===== src/rtl/pc.sv =====
`default_nettype none
// ============================================================================
// Module   : pc
// Brief    : Program counter register for the instruction-fetch stage.
//            Loads the upstream next-PC value every rising clock edge.
//            Optional macro PC_WORD_ALIGN_EN forces bits [1:0] of the
//            captured value and of the reset value to zero.
// Revision : 1.0  initial release
// ============================================================================
module pc #(
    parameter int               WIDTH       = 32,
    parameter logic [WIDTH-1:0] RESET_VALUE = '0
) (
    input  logic             clk,
    input  logic             reset,
    input  logic [WIDTH-1:0] in,
    output logic [WIDTH-1:0] out
);

`ifdef PC_WORD_ALIGN_EN
    localparam logic [WIDTH-1:0] c_WORD_MASK = {{(WIDTH-2){1'b1}}, 2'b00};
`else
    localparam logic [WIDTH-1:0] c_WORD_MASK = {WIDTH{1'b1}};
`endif

    localparam logic [WIDTH-1:0] c_RESET_Q = RESET_VALUE & c_WORD_MASK;

    logic [WIDTH-1:0] pc_d;
    logic [WIDTH-1:0] pc_q;

`ifdef PC_WORD_ALIGN_EN
    assign pc_d = {in[WIDTH-1:2], 2'b00};
`else
    // Pass-through keeps X/Z on in visible at out, with no masking.
    assign pc_d = in;
`endif

    always_ff @(posedge clk or negedge reset) begin
        if (!reset) begin
            pc_q <= c_RESET_Q;
        end else begin
            pc_q <= pc_d;
        end
    end

    assign out = pc_q;

endmodule
`default_nettype wire


===== config.mk =====
export PLATFORM = sky130hd
export DESIGN_NAME = pc
export DESIGN_NICKNAME = d
export VERILOG_FILES = /design/src/rtl/pc.sv
export SDC_FILE = /design/constraint.sdc
export NUM_CORES = 1
export LEC_CHECK = 0
export CORE_UTILIZATION = 35
export CTS_BUF_LIST = sky130_fd_sc_hd__clkbuf_8
export CTS_CLUSTER_SIZE = 20
export DETAILED_ROUTE_END_ITERATION = 7
export PLACE_DENSITY = 0.95
export SYNTH_ARGS = -nofsm -noshare
export SYNTH_HDL_FRONTEND = slang
export SYNTH_SLANG_ARGS = --single-unit

===== constraint.sdc =====
create_clock -name clk -period 0.8 [get_ports clk]
set_input_delay 0.08 -clock clk [delete_from_list [all_inputs] [get_ports clk]]
set_output_delay 0.08 -clock clk [all_outputs]
set_load 0.005 [all_outputs]

==> results by group, run 1 <==
Run status
  – Outcome: finished, violations left
  – Violated checks: setup timing

Setup path
  – Crit-path slowest cell: dfrtp_1
  – Crit-path leading delay family: flip-flops
  – Largest stage delay, worst path: 0.36 ns
  – CP endpoint kind: primary output
  – Buf+Inv Stages, Crit Path: 1
  – WP data required: 0.72 ns
  – Max Fanout on Critical Path: 1
  – Worst-path cell chain: buf_2
  – Kind of critical path: reg2out
  – CP Launch Type: flip-flop
  – CP arrival: 0.77 ns

Floorplanning
  – Core area: slightly above 0.002 mm²
  – Horiz. Die Dim: 49.83 µm
  – Initial Util: 38.83%
  – Chip Height: about 50 µm
  – Die area: around 0.0025 mm²
  – Placement Rows: 16
  – Top Ports: 66

GRT
  – Initial antenna violation count: 0
  – First-pass GRT wire length: 2780 µm
  – GRT Util Overall: 17.21%
  – Global route overflow: 0
  – Vias in the first global route: between 600 and 700
  – Largest net degree at the start of global routing: 33

Timing
  – Least-Margin Pin Slew: approximately 0.17 ns
  – Final period util: 105.6%
  – Final max-slew violation count: 0
  – Tmin final: 0.8452 ns
  – Worst slew margin: 88.99%
  – Peak Freq: 1.183 GHz
  – Worst hold slack: 0.1600 ns
  – Setup tns final: -0.8807 ns
  – Endpoints failing hold: 0
  – Setup ws final: -0.04517 ns
  – RSZ-0062 raised after global routing: yes
  – Final setup fails: 32

Routing
  – DR pass1 iterations: 2
  – DR WL/cell: 12.52 µm
  – Post-DR vias/cell: 4.128
  – Initial DRC count: 5
  – Drt drc: 0
  – Routed WL: 1665 µm
  – Via count: roughly 550
  – Post-route ant nets: 0

Synthesis
  – Avg Inst Size Synth: between 20 and 30 µm²
  – #FFs+latches synth: 32
  – Ys Warns: 0
  – Synth cell types: 1
  – Ranking of synthesized cells by area: dfrtp_1
  – Largest area contributor in the netlist: dfrtp_1
  – Post-synthesis sequential area ratio: 100.0%
  – Synth Instances: 32
  – Yosys top cell area share: 100.0%
  – Mapped cell area: approximately 800 µm²
  – Syn nets: 66

Placed design
  – Gpl congestion: 0.6677
  – Dpl ws: -0.09954 ns
  – Hpwl dp: about 1200 µm
  – Port bufs: 65

Clocking
  – CTS buffer count: 5
  – CTS tree: built
  – CTS HTree Levels: 2
  – Clock Sinks: 32
  – Root Buffer: clkbuf_8
  – Worst-case clock buffer depth: 2
  – Clock-pin slew on the worst setup and hold paths: 0.06 ns

Final layout
  – Area grow syn2layout: 79.22%
  – Fillers: 138
  – Multi-input logic area: 0 µm²
  – Register area: about 800 µm²
  – Multi-input gates: 0
  – Share of cells above drive strength 1: 36.79%
  – Max FFs per register: 32
  – Post-layout net count: between 100 and 150
  – Antenna cells: 0

Pwr
  – Leakage power: 0.6911 nW
  – PwrDens: 2234 mW/mm²
  – Peak supply drop: 1785 µV

Run
  – Max cap viols: 0

Hold path
  – HP Class: in2async
[synth_stat cells]
cell type  count
dfrtp_1       32
[cell families (layout without fill, tap and decap cells)]
logic type | after synthesis | after routing | synth area share [%]
DFF | 32 | 32 | 100.0
buffers and inverters | 0 | 74 | 0
[timing repair]
item                                   4_1_cts  5_1_grt
buffers inserted                             0        0
setup endpoints to repair                   32       32
gates resized for setup                    128        0
hold buffers                                 0        0
endpoints found under the hold margin        0        0
[placed cells by master, fill, tap and decap left out]
cell type / n
buf_12: 1
buf_2: 32
clkbuf_8: 6
clkdlybuf4s50_1: 33
dfrtp_1: 32
inv_1: 2
[area by class of cell]
type	count	share of cell area, %
clock buffers	6	5.754
clock inverters	2	0.5231
flip-flops and latches	32	55.80
well taps	27	2.354
repair buffers	66	35.57
[per-stage QoR]
stage | instance area (µm²) | util [%] | cells | power [mW]
4_1_cts | 1435 | 69.60 | 133 | 3.238
3_5_place_dp | 1505 | 73.00 | 125 | 2.132
2_1_floorplan | 800.8 | - | 32 | 1.764
6_report | 1435 | 69.60 | 133 | 3.206
5_1_grt | 1435 | 69.60 | 133 | 3.370
3_3_place_gp | 1505 | 73.00 | 125 | 2.121
[power breakdown]
part           internal (mW)  total (mW)  switching, mW
Combinational          0.203       0.297         0.0942
Sequential              1.70        1.72         0.0170
Clock                  0.674        1.19          0.518
Total                   2.58        3.21          0.629
[metal layers]
layer / track usage (%) / routed length [µm]
met2: 27.25 / 888
met3: 13.89 / 203
met5: 0 / 0
met1: 15.03 / 534
met4: 9.524 / 38
[worst max path at each step]
stage / start / to / slack (ns) / cells past startpoint
2_1_floorplan: out[0] / out[0] / 0.37 / 0
3_3_place_gp: out[5] / out[5] / -0.08 / 1
3_5_place_dp: out[4] / out[4] / -0.1 / 1
4_1_cts: out[27] / out[27] / -0.06 / 1
5_1_grt: out[4] / out[4] / -0.1 / 1
6_report: out[4] / out[4] / -0.05 / 1
Power figures use the tool's default switching activity.
==> run 2, diff against run 1 <==
--- a/config.mk
+++ b/config.mk
@@ -5,11 +5,11 @@
 export SDC_FILE = /design/constraint.sdc
 export NUM_CORES = 1
 export LEC_CHECK = 0
-export CORE_UTILIZATION = 35
+export CORE_UTILIZATION = 30
 export CTS_BUF_LIST = sky130_fd_sc_hd__clkbuf_8
 export CTS_CLUSTER_SIZE = 20
 export DETAILED_ROUTE_END_ITERATION = 7
-export PLACE_DENSITY = 0.95
+export PLACE_DENSITY = 0.86
 export SYNTH_ARGS = -nofsm -noshare
 export SYNTH_HDL_FRONTEND = slang
 export SYNTH_SLANG_ARGS = --single-unit
==> constraint.sdc (replaced) <==
create_clock -name clk -period 1.05 [get_ports clk]
set_input_delay 0.105 -clock clk [delete_from_list [all_inputs] [get_ports clk]]
set_output_delay 0.105 -clock clk [all_outputs]
set_load 0.005 [all_outputs]
==> run 2 against run 1 <==
Compared with the run above: the flow now finishes without violations; worst hold slack better by 0.045 ns; critical path type unchanged; non-clock buffer count unchanged; utilization is 7.0 points lower; largest cell class unchanged; critical path depth unchanged; wire length is 2.3% lower; first-iteration DRC count is 20% lower; final cell count grew 1.5%; largest power group unchanged; global-route usage decreased by 4.8 points; highest routed layer unchanged.
==> results by group, run 2 (synthesized netlist as in run 1, its figures left out) <==
Setup path
  – WP data required: 0.94 ns (+0.22 ns)
  – Max Fanout on Critical Path: 1 (unchanged)
  – Kind of critical path: reg2out
  – CP arrival: 0.89 ns (+0.12 ns)
  – Crit-path slowest cell: dfrtp_1
  – Crit-path leading delay family: flip-flops
  – Largest stage delay, worst path: 0.37 ns (about the same)
  – Worst-path cell chain: dlygate4sd2_1
  – Buf+Inv Stages, Crit Path: 1 (unchanged)
  – CP endpoint kind: primary output
  – CP Launch Type: flip-flop

Clocking
  – Post-cts sizing count: 32 (-75%)
  – CTS buffer count: 5 (unchanged)
  – Root Buffer: clkbuf_8
  – Worst-case clock buffer depth: 2 (unchanged)
  – Hold Buf Count CTS: 0 (unchanged)
  – Clock Sinks: 32 (unchanged)
  – Postcts setup bufs: 0 (unchanged)
  – CTS HTree Levels: 2 (unchanged)
  – CTS tree: built
  – Clock-pin slew on the worst setup and hold paths: 0.06 ns (about the same)

Final layout
  – Post-layout net count: 139 (unchanged)
  – Max FFs per register: 32 (unchanged)
  – Multi-input gates: 0 (unchanged)
  – Multi-input logic area: 0 µm² (unchanged)
  – Non-filler cells, final: 135 (+1.5%)
  – Commonest non-fill, non-tap cell in the layout: clkdlybuf4s50_1
  – Share of cells above drive strength 1: 7.619% (-29 points)
  – Antenna cells: 0 (unchanged)
  – Commonest non-fill, non-tap cells in the layout: clkdlybuf4s50_1, dfrtp_1, dlygate4sd2_1, clkbuf_8, buf_12
  – Area grow syn2layout: 95.47%

Timing
  – Endpoints failing hold: 0 (unchanged)
  – Peak Freq: 1.004 GHz
  – Tmin final: 0.9959 ns
  – RSZ-0062 raised after global routing: no
  – Setup tns final: 0 ns (+0.8807 ns)
  – Least-Margin Pin Slew: 0.1687 ns (+0.003556 ns)
  – Worst slew margin: 88.76% (-0.24 points)
  – Final max-slew violation count: 0 (unchanged)
  – Final setup fails: 0 (-100%)
  – Final period util: about 95%

Routing
  – Post-route ant nets: 0 (unchanged)
  – DR WL/cell: 12.04 µm (-3.8%)
  – Initial DRC count: 4 (-1)
  – Via count: 542 (-1.3%)
  – Drt drc: 0 (unchanged)
  – DR pass1 iterations: 2 (unchanged)
  – Post-DR vias/cell: 4.015 (-2.7%)
  – Routed WL: 1626 µm (-2.3%)

Placed design
  – Gpl congestion: 0.6122 (-8.3%)
  – Port bufs: 65 (unchanged)
  – Dpl cells: 128 (+2.4%)

Pwr
  – Leakage power: 0.7301 nW (+5.6%)
  – Peak supply drop: 1255 µV (-30%)
  – PwrDens: 1608 mW/mm² (-28%)

GRT
  – First-pass GRT wire length: 2339 µm (-16%)
  – Initial antenna violation count: 0 (unchanged)
  – GRT Util Overall: 12.40% (-4.8 points)
  – Global route overflow: 0 (unchanged)
  – Vias in the first global route: 536 (-13%)
  – Largest net degree at the start of global routing: 33 (unchanged)

Floorplanning
  – Die area: 0.002880 mm² (+16%)
  – Placement Rows: 18 (+2)
  – Top Ports: 66 (unchanged)
  – Chip Height: 53.67 µm (+7.7%)
  – Core area: 0.002500 mm² (+21%)
  – Horiz. Die Dim: 53.67 µm (+7.7%)
  – Initial Util: 32.03% (-6.8 points)

Run status
  – Outcome: complete, no violations

Run
  – Max cap viols: 0 (unchanged)

Hold path
  – HP Class: in2async
==> run 2: cell types whose count changed in the layout (fill, tap and decap cells not counted), sizes merged <==
cell	previous run	this run
dlygate4sd2	0	32
buf	33	1
inv	2	0
clkbuf	6	7
==> run 2: stage by stage <==
stage               utilization (%)  setup slack, ns  power (mW)  hold WS, ns  instance area [µm²]
finish                        62.61          0.05408       2.517       0.2048                 1565
global route                  62.61         0.004790       2.640       0.2155                 1565
CTS                           62.61          0.03849       2.561       0.2047                 1565
detailed placement            60.36           0.1278       1.624       0.4883                 1509
global placement              60.36           0.1471       1.615       0.4874                 1509
floorplan                         -           0.5957       1.344      -0.1906                800.8
==> run 2: worst paths after layout <==
path	from	end	slack, ns	cells past startpoint
worst min-delay path	reset	out[4]	0.20	2
max in group asynchronous	reset	out[23]	0.68	2
min in group clk	in[8]	out[8]	0.27	1
worst max-delay path	out[10]	out[10]	0.05	1
==> run 2: report_power, final <==
part           internal, mW  switching (mW)
Combinational         0.172          0.0693
Clock                 0.583           0.385
Sequential             1.29          0.0131
Total                  2.05           0.468
==> run 2: cell type report <==
type,instances,area [µm²]
Tap cell,30,37.54
Sequential cell,32,800.8
Timing Repair Buffer,66,630.6
Fill cell,218,934.6
Clock buffer,7,96.34
==> run 2: routing by layer <==
layer | vias to the layer above | global-route usage (%) | share of wire, %
met5 | - | 0 | 0
met4 | 0 | 7.895 | 0.55
met3 | 2 | 7.062 | 12
met2 | 38 | 19.75 | 51
met1 | 260 | 12.27 | 36
li1 | 242 | - | -
==> run 3, diff against run 2 <==
--- a/config.mk
+++ b/config.mk
@@ -5,11 +5,11 @@
 export SDC_FILE = /design/constraint.sdc
 export NUM_CORES = 1
 export LEC_CHECK = 0
-export CORE_UTILIZATION = 30
+export CORE_UTILIZATION = 35
 export CTS_BUF_LIST = sky130_fd_sc_hd__clkbuf_8
 export CTS_CLUSTER_SIZE = 20
 export DETAILED_ROUTE_END_ITERATION = 7
-export PLACE_DENSITY = 0.86
+export PLACE_DENSITY = 0.95
 export SYNTH_ARGS = -nofsm -noshare
 export SYNTH_HDL_FRONTEND = slang
 export SYNTH_SLANG_ARGS = --single-unit
==> run 3 against run 2 <==
Compared with the run above: worst setup slack worse by 0.0078 ns; final cell count down 1.5%; via count up 0.74%; total power down 2.3%; critical path type unchanged.
==> results by group, run 3 (synthesized netlist as in run 1, its figures left out) <==
Timing
  – Setup tns final: 0 ns (unchanged)
  – Endpoints failing hold: 0 (unchanged)
  – Final setup fails: 0 (unchanged)
  – Least-Margin Pin Slew: 0.1653 ns (-0.003338 ns)
  – Worst slew margin: 88.98% (+0.22 points)
  – RSZ-0062 raised after global routing: no
  – Peak Freq: 0.9963 GHz (-0.77%)
  – Tmin final: 1.004 ns (+0.007765 ns)
  – Final max-slew violation count: 0 (unchanged)
  – Final period util: 95.59% (+0.74 points)

GRT
  – First-pass GRT wire length: 2718 µm (+16%)
  – Largest net degree at the start of global routing: 33 (unchanged)
  – Global route overflow: 0 (unchanged)
  – Initial antenna violation count: 0 (unchanged)
  – GRT Util Overall: 16.88% (+4.5 points)
  – Vias in the first global route: 617 (+15%)

Final layout
  – Fillers: 144 (-34%)
  – Register area: 800.8 µm² (unchanged)
  – Commonest non-fill, non-tap cell in the layout: clkdlybuf4s50_1
  – Multi-input logic area: 0 µm² (unchanged)
  – Max FFs per register: 32 (unchanged)
  – Post-layout net count: 139 (unchanged)
  – Design area: 0.001556 mm² (-0.56%)
  – Area grow syn2layout: 94.37%
  – Antenna cells: 0 (unchanged)
  – Commonest non-fill, non-tap cells in the layout: clkdlybuf4s50_1, dfrtp_1, dlygate4sd2_1, clkbuf_8, inv_1
  – Multi-input gates: 0 (unchanged)
  – Share of cells above drive strength 1: 6.604% (-1.0 points)

Floorplanning
  – Placement Rows: 16 (-2)
  – Initial Util: 38.83% (+6.8 points)
  – Die area: 0.002483 mm² (-14%)
  – Top Ports: 66 (unchanged)
  – Core area: 0.002062 mm² (-18%)
  – Horiz. Die Dim: 49.83 µm (-7.1%)
  – Chip Height: 49.83 µm (-7.1%)

Placed design
  – Hpwl dp: 1194 µm
  – Gpl congestion: 0.6677 (+9.1%)
  – Port bufs: 65 (unchanged)
  – Area of placed instances: 0.001505 mm² (-0.25%)

Setup path
  – CP arrival: 0.90 ns (about the same)
  – WP data required: 0.94 ns (about the same)
  – CP endpoint kind: primary output
  – Kind of critical path: reg2out
  – Buf+Inv Stages, Crit Path: 1 (unchanged)
  – Worst-path cell chain: dlygate4sd2_1
  – CP Launch Type: flip-flop
  – Crit-path leading delay family: flip-flops
  – Largest stage delay, worst path: 0.36 ns (about the same)
  – Max Fanout on Critical Path: 1 (unchanged)
  – Crit-path slowest cell: dfrtp_1

Pwr
  – Leakage power: 0.7328 nW (+0.38%)
  – PwrDens: 1580 mW/mm² (-1.8%)
  – Peak supply drop: 1362 µV (+8.5%)

Clocking
  – Worst-case clock buffer depth: 2 (unchanged)
  – Clock-pin slew on the worst setup and hold paths: 0.06 ns (about the same)
  – Clock Sinks: 32 (unchanged)
  – CTS HTree Levels: 2 (unchanged)
  – CTS buffer count: 5 (unchanged)
  – Root Buffer: clkbuf_8
  – Postcts setup bufs: 0 (unchanged)
  – CTS tree: built

Routing
  – Uppermost routed layer: met4
  – Initial DRC count: 5 (+1)
  – Drt drc: 0 (unchanged)
  – Routed WL: 1623 µm (-0.18%)
  – DR WL/cell: 12.20 µm (+1.3%)
  – Via count: 546 (+0.74%)
  – Met3 WL: 181 µm (-5.7%)
  – Post-route ant nets: 0 (unchanged)
  – DR pass1 iterations: 2 (unchanged)
  – M1 WL: 524 µm (-11%)
  – Met2 Routed Length: 890 µm (+6.7%)
  – Post-DR vias/cell: 4.105 (+2.3%)

Run
  – Max cap viols: 0 (unchanged)

Hold path
  – HP Class: in2async

Run status
  – Outcome: complete, no violations
## run 3: changes by cell type in the layout (fill, tap and decap cells not counted), sizes merged
cell | previous run | this run
clkdlybuf4s15 | 0 | 1
inv | 0 | 2
dlygate4sd2 | 32 | 31
clkbuf | 7 | 6
## run 3: timing repair
action / 4_1_cts / 5_1_grt
cloned: 0 / 0
endpoints found under the setup margin: 32 / 1
hold buffers: 0 / 0
resized for setup: 32 / 1
hold endpoints to repair: 0 / 0
## run 3: final timing paths
check | startpoint | end | cells past startpoint
worst min-delay path | reset | out[22] | 2
worst max-delay path | out[26] | out[26] | 1
min in group clk | in[30] | out[30] | 1
max in group asynchronous | reset | out[23] | 2
## run 3: final cells by class
class / count / share of cell area, %
Clock buffer: 6 / 5.305
Timing Repair Buffer: 66 / 40.59
Sequential cell: 32 / 51.45
Clock inverter: 2 / 0.4823
Tap cell: 27 / 2.170
## run 3: layer usage
layer  GRT usage [%]  vias up
li1                -      241
met5               0        -
met4           9.524        0
met2           27.25       42
met1           14.20      259
met3           13.58        4
## run 3: per-stage QoR
step                hold WS, ns  total power [mW]  setup slack [ns]  utilization (%)  instances
finish                   0.1854             2.459           0.04631            75.49        133
global route             0.1893             2.585         0.0008753            75.49        133
CTS                      0.1888             2.484           0.02742            75.42        133
detailed placement       0.4861             1.625            0.1255            73.00        125
global placement         0.4891             1.616            0.1418            73.00        125
floorplan               -0.1906             1.344            0.5957                -         32
## run 3: where the power goes
part           switching (mW)  internal, mW  leakage, nW
Sequential             0.0127          1.29        0.373
Clock                   0.395         0.514       0.0538
Combinational          0.0707         0.173        0.306
